<file path="config.mk">
export PLATFORM = sky130hd
export DESIGN_NAME = pipe_hazard_unit
export DESIGN_NICKNAME = d
export VERILOG_FILES = /design/src/rtl/pipe_hazard_unit.sv
export SDC_FILE = /design/constraint.sdc
export NUM_CORES = 1
export LEC_CHECK = 0
export ABC_CLOCK_PERIOD_IN_PS = 4200
export CAP_MARGIN = 20
export CELL_PAD_IN_SITES_DETAIL_PLACEMENT = 0
export CELL_PAD_IN_SITES_GLOBAL_PLACEMENT = 1
export CORE_MARGIN = 4
export CORE_UTILIZATION = 40
export DETAILED_ROUTE_END_ITERATION = 7
export PLACE_DENSITY = 0.89
export SLEW_MARGIN = 20
export SYNTH_ARGS = -nofsm -noshare
export SYNTH_HDL_FRONTEND = slang
export SYNTH_SLANG_ARGS = --single-unit
</file>
<file path="constraint.sdc">
create_clock -name clk -period 4.2 [get_ports clk]
set_input_delay 0.63 -clock clk [delete_from_list [all_inputs] [get_ports clk]]
set_output_delay 0.63 -clock clk [all_outputs]
set_load 0.01 [all_outputs]
</file>
<file path="src/rtl/pipe_hazard_unit.sv">
// pipe_hazard_unit: shadow EX/MEM/WB write metadata driving EX forwarding,
// ID-stage WB bypass, load-use stalls and saturating stall/retire counters.
module pipe_hazard_unit #(
    parameter int REG_AW      = 2,
    parameter int NUM_SRC     = 2,
    parameter int CNT_W       = 16,
    parameter bit ZERO_REG_EN = 1'b0
) (
    input  logic                      clk,
    input  logic                      reset_n,
    input  logic                      id_valid,
    input  logic [NUM_SRC*REG_AW-1:0] id_src_addr,
    input  logic [NUM_SRC-1:0]        id_src_used,
    input  logic [REG_AW-1:0]         id_dst_addr,
    input  logic                      id_reg_write,
    input  logic                      id_mem_read,
    input  logic                      flush,
    output logic                      stall,
    output logic [2*NUM_SRC-1:0]      fwd_sel,
    output logic [NUM_SRC-1:0]        id_bypass,
    output logic [CNT_W-1:0]          stall_count,
    output logic [CNT_W-1:0]          retire_count
);

    typedef struct packed {
        logic                      v;
        logic [NUM_SRC*REG_AW-1:0] src;
        logic [NUM_SRC-1:0]        used;
        logic [REG_AW-1:0]         dst;
        logic                      rw;
        logic                      mr;
    } ex_ent_t;

    typedef struct packed {
        logic              v;
        logic [REG_AW-1:0] dst;
        logic              rw;
        logic              mr;
    } mem_ent_t;

    typedef struct packed {
        logic              v;
        logic [REG_AW-1:0] dst;
        logic              rw;
    } wb_ent_t;

    ex_ent_t           ex_q, ex_d;
    mem_ent_t          mem_q, mem_d;
    wb_ent_t           wb_q, wb_d;
    logic [CNT_W-1:0]  stall_cnt_q, stall_cnt_d;
    logic [CNT_W-1:0]  retire_cnt_q, retire_cnt_d;

    logic               hazard;
    logic [NUM_SRC-1:0] id_ex_load_hit;
    logic [NUM_SRC-1:0] ex_mem_match;
    logic [NUM_SRC-1:0] ex_wb_match;

    // A source matches a stage only if it is read and the stage really writes it.
    function automatic logic src_hit(
        input logic              used,
        input logic              v,
        input logic              rw,
        input logic [REG_AW-1:0] a,
        input logic [REG_AW-1:0] d
    );
        src_hit = used && v && rw && (a == d)
                  && !(ZERO_REG_EN && (a == '0));
    endfunction

    always_comb begin
        id_ex_load_hit = '0;
        id_bypass      = '0;
        ex_mem_match   = '0;
        ex_wb_match    = '0;
        fwd_sel        = '0;
        for (int i = 0; i < NUM_SRC; i++) begin
            id_ex_load_hit[i] = ex_q.mr && src_hit(
                id_src_used[i], ex_q.v, ex_q.rw,
                id_src_addr[i*REG_AW +: REG_AW], ex_q.dst);
            id_bypass[i] = src_hit(
                id_src_used[i], wb_q.v, wb_q.rw,
                id_src_addr[i*REG_AW +: REG_AW], wb_q.dst);
            ex_mem_match[i] = src_hit(
                ex_q.used[i], mem_q.v, mem_q.rw,
                ex_q.src[i*REG_AW +: REG_AW], mem_q.dst);
            ex_wb_match[i] = src_hit(
                ex_q.used[i], wb_q.v, wb_q.rw,
                ex_q.src[i*REG_AW +: REG_AW], wb_q.dst);
            // Youngest writer wins; a load in MEM has no data yet.
            if (ex_mem_match[i] && !mem_q.mr) begin
                fwd_sel[2*i +: 2] = 2'd1;
            end else if (ex_wb_match[i]) begin
                fwd_sel[2*i +: 2] = 2'd2;
            end
        end
        hazard = id_valid && (|id_ex_load_hit);
        stall  = hazard && !flush;
    end

    always_comb begin
        ex_d = '0;
        if (id_valid && !stall && !flush) begin
            ex_d.v    = 1'b1;
            ex_d.src  = id_src_addr;
            ex_d.used = id_src_used;
            ex_d.dst  = id_dst_addr;
            ex_d.rw   = id_reg_write;
            ex_d.mr   = id_mem_read;
        end

        mem_d.v   = ex_q.v;
        mem_d.dst = ex_q.dst;
        mem_d.rw  = ex_q.rw;
        mem_d.mr  = ex_q.mr;

        wb_d.v   = mem_q.v;
        wb_d.dst = mem_q.dst;
        wb_d.rw  = mem_q.rw;

        stall_cnt_d = stall_cnt_q;
        if (stall && (stall_cnt_q != '1)) begin
            stall_cnt_d = stall_cnt_q + CNT_W'(1);
        end

        retire_cnt_d = retire_cnt_q;
        if (wb_q.v && (retire_cnt_q != '1)) begin
            retire_cnt_d = retire_cnt_q + CNT_W'(1);
        end
    end

    // reset_n is active-high despite its name.
    always_ff @(posedge clk) begin
        if (reset_n) begin
            ex_q         <= '0;
            mem_q        <= '0;
            wb_q         <= '0;
            stall_cnt_q  <= '0;
            retire_cnt_q <= '0;
        end else begin
            ex_q         <= ex_d;
            mem_q        <= mem_d;
            wb_q         <= wb_d;
            stall_cnt_q  <= stall_cnt_d;
            retire_cnt_q <= retire_cnt_d;
        end
    end

    assign stall_count  = stall_cnt_q;
    assign retire_count = retire_cnt_q;

endmodule
</file>
==> results.sh <==
export IMPL_worst_pin_slew_ps=880
export IMPL_cts_max_level=2
export IMPL_die_area_mm2=0.00738
export IMPL_cts_resized=0
export IMPL_fp_dieW_um=85.9
export IMPL_ant_nets=0
export IMPL_seqPwrFrac_pct=60.5
export IMPL_nNetsFinal=339
export IMPL_grt_max_degree=47
export IMPL_timing_final_max_slew_violations=0
export IMPL_place_area_mm2=0.00301
export IMPL_ctsHoldBuffers=0
export IMPL_p_leak_nw=1.06
export IMPL_endpoint_kind="primary output"
export IMPL_coreArea_mm2=0.00592
export IMPL_clock_sinks=52
export IMPL_postCtsSetupBuffers=0
export IMPL_synthArstFlopShare_pct=0
export IMPL_tns_ps=0
export IMPL_gp_congestion=0.820
export IMPL_rr_endpoint="ex_q[6]$_SDFF_PP0_"
export IMPL_routedWlPerCell_um=12.6
export IMPL_ff2ff_setup_slack_ps=1700
export IMPL_antenna_cells=0
export IMPL_cts_root_buf="clkbuf_8"
export IMPL_hold_end="mem_q[0]$_SDFF_PP0_"
export IMPL_synthesis_area_mm2=0.00243
export IMPL_place_hpwl_mm=3.66
export IMPL_synth_area_leaders="dfxtp_1 (43%), xor2_1 (5.1%), xnor2_1 (4.7%)"
export IMPL_synth_cell_type_count=48
export IMPL_syn_inst=273
export IMPL_switching_share_pct=23.2
export IMPL_period_needed_ps=3480
export IMPL_fin_crit_sh_pct=82.9
export IMPL_cts_buffers_inserted=5
export IMPL_synthMuxAreaShare_pct=2.11
export IMPL_min_path_cells=1
export IMPL_synth_seq_cells=52
export IMPL_final_cell_mix="dfxtp_1 (52), clkdlybuf4s50_1 (52), nor2_1 (21)"
export IMPL_min_from="ex_q[0]$_SDFF_PP0_"
export IMPL_grt_pass1_vias=1931
export IMPL_grt_first_pass_wirelength_mm=8.72
export IMPL_fin_ws_ps=716
export IMPL_seq_area_frac_synth_pct=42.9
export IMPL_clkLatencyLatePin_ps=310
export IMPL_vdd_drop_max_mv=0.199
export IMPL_hp_class="reg2reg"
export IMPL_clock_fmax_mhz=287
export IMPL_wl_mm=5.05
export IMPL_cap_violations=0
export IMPL_p_switching_uw=192
export IMPL_clkTransAtPathRegs_ps=100
export IMPL_utilization_pct=52.3
export IMPL_synth_fa_ha_area_share_pct=1.03
export IMPL_cellPowerDensity_mw_per_mm2=267
export IMPL_clk_path_buf_depth=2
export IMPL_drive_gt1_share_pct=7.10
export IMPL_firstDrtPassIters=4
export IMPL_rows=28
export IMPL_syn_num_nets=289
export IMPL_worstRegToRegCells=6
export IMPL_drtIter0Drc=102
export IMPL_status="complete, no violations"
export IMPL_synth_compound_area_share_pct=10.0
export IMPL_yosys_warnings=0
export IMPL_cts_tree="yes"
export IMPL_synth_top_family_by_area="simple AND/OR/NAND/NOR gates"
export IMPL_io_pins=53
export IMPL_criticalPathCategory="in2out"
export IMPL_setup_violations=0
export IMPL_antenna_found_initial=0
export IMPL_initial_core_util_pct=41.0
export IMPL_yosysTopAreaCell="dfxtp_1"
export IMPL_port_buffers=52
export IMPL_finalHoldViolCount=0
export IMPL_rr_startpoint="ex_q[2]$_SDFF_PP0_"
export IMPL_gr_total_overflow=0
export IMPL_rsz0062_at_grt="false"
export IMPL_synth_simple_gate_area_share_pct=31.2
export IMPL_pwr_share_clk_pct=35.2
export IMPL_required_ps=3570
export IMPL_cp_start_kind="input pin"
export IMPL_area_growth_pct=27.5
export IMPL_fin_skew_ps=9.26
export IMPL_via_per_inst=5.17
export IMPL_grt_usage_pct=14.5
export IMPL_synth_edf_count=0
export IMPL_cp_max_fo=26
export IMPL_synth_xor_xnor_area_share_pct=9.74
export IMPL_ys_flop_type="dfxtp_1"
export IMPL_slew_headroom_pct=41.3
export IMPL_yosys_area_top_type_share_pct=42.9
export IMPL_die_y_um=85.9
export IMPL_comb_power_share_pct=4.3
export IMPL_intPower_uw=636
export IMPL_via_count=2061
export IMPL_arrival_ps=2850
export IMPL_post_route_drc_count=0
export IMPL_final_cell_area_mm2=0.00310
export IMPL_pre_cts_slack_ps=705
export IMPL_avgSynthCellArea_um2=8.89
## worst max path at each step
| stage | from | end | slack, ps |
|---|---|---|---|
| after CTS | id_src_addr[0] | stall | 670 |
| after global placement | id_src_addr[0] | stall | 740 |
| after global routing | id_src_addr[0] | stall | 490 |
| after floorplan | id_src_addr[0] | stall | 2330 |
| after detailed placement | id_src_addr[0] | stall | 700 |
| final | id_src_addr[0] | stall | 720 |
## critical path: stages
cell             delay [ps]
clkdlybuf4s50_1         460
xnor2_1                 150
and3_1                  200
o21ai_2                 700
inv_2                   180
clkdlybuf4s50_1         530
## state kept, by name, summed over array words and instances (netlist names)
name,cells
mem_q,5
wb_q,4
stall_count,16
ex_q,11
retire_count,16
## cell families (layout without fill, tap and decap cells)
group	count (synthesis)	in the layout
AND/OR/NAND/NOR	132	132
flip-flops	52	52
AO/OA/AOI/OAI	38	38
XOR/XNOR	27	27
buffers and inverters	18	69
multiplexers	4	4
adder cells (fa/ha/maj)	2	2
## cell type report
| cell class | instances | area [µm²] |
|---|---|---|
| sequential | 52 | 1040 |
| tap | 75 | 93.8 |
| clock buffer | 5 | 68.8 |
| timing repair buffer | 53 | 528 |
| fill | 571 | 2830 |
| inverter | 8 | 30.0 |
| multi-input combinational | 203 | 1310 |
| clock inverter | 3 | 21.3 |
## power by group through the flow
stage | Clock, mW | Sequential [mW] | Combinational [mW]
floorplan | 0 | 0.511 | 0.0188
global placement | 0 | 0.512 | 0.0354
detailed placement | 0 | 0.512 | 0.0361
CTS | 0.303 | 0.501 | 0.0363
global route | 0.323 | 0.502 | 0.0397
finish | 0.291 | 0.501 | 0.0355
## cell usage after synthesis, drive strengths merged, types with 2 or more instances
library cell,instances
dfxtp,52
nor2,21
nand2,15
nand3,14
xor2,14
a21oi,13
and2,13
nor2b,13
nor3,13
xnor2,13
o21ai,11
nand4,10
inv,8
or4,8
and3,6
o31ai,6
and4,5
buf,5
clkbuf,5
or3,5
mux2,3
ha,2
nand2b,2
nor4,2
nor4b,2
## metrics by stage
stage	hold WS, ps	power, mW	cells
2_1_floorplan	438	0.530	273
3_3_place_gp	451	0.548	391
3_5_place_dp	453	0.549	391
4_1_cts	471	0.840	399
5_1_grt	486	0.864	399
6_report	468	0.827	399
## metal layers
metal	GRT usage, %	share of wire, %
met2	23.6	45
met3	3.65	5.2
met1	18.5	48
met4	5.61	1.6
met5	0	0
No activity file was read; power rests on OpenSTA's default activity.
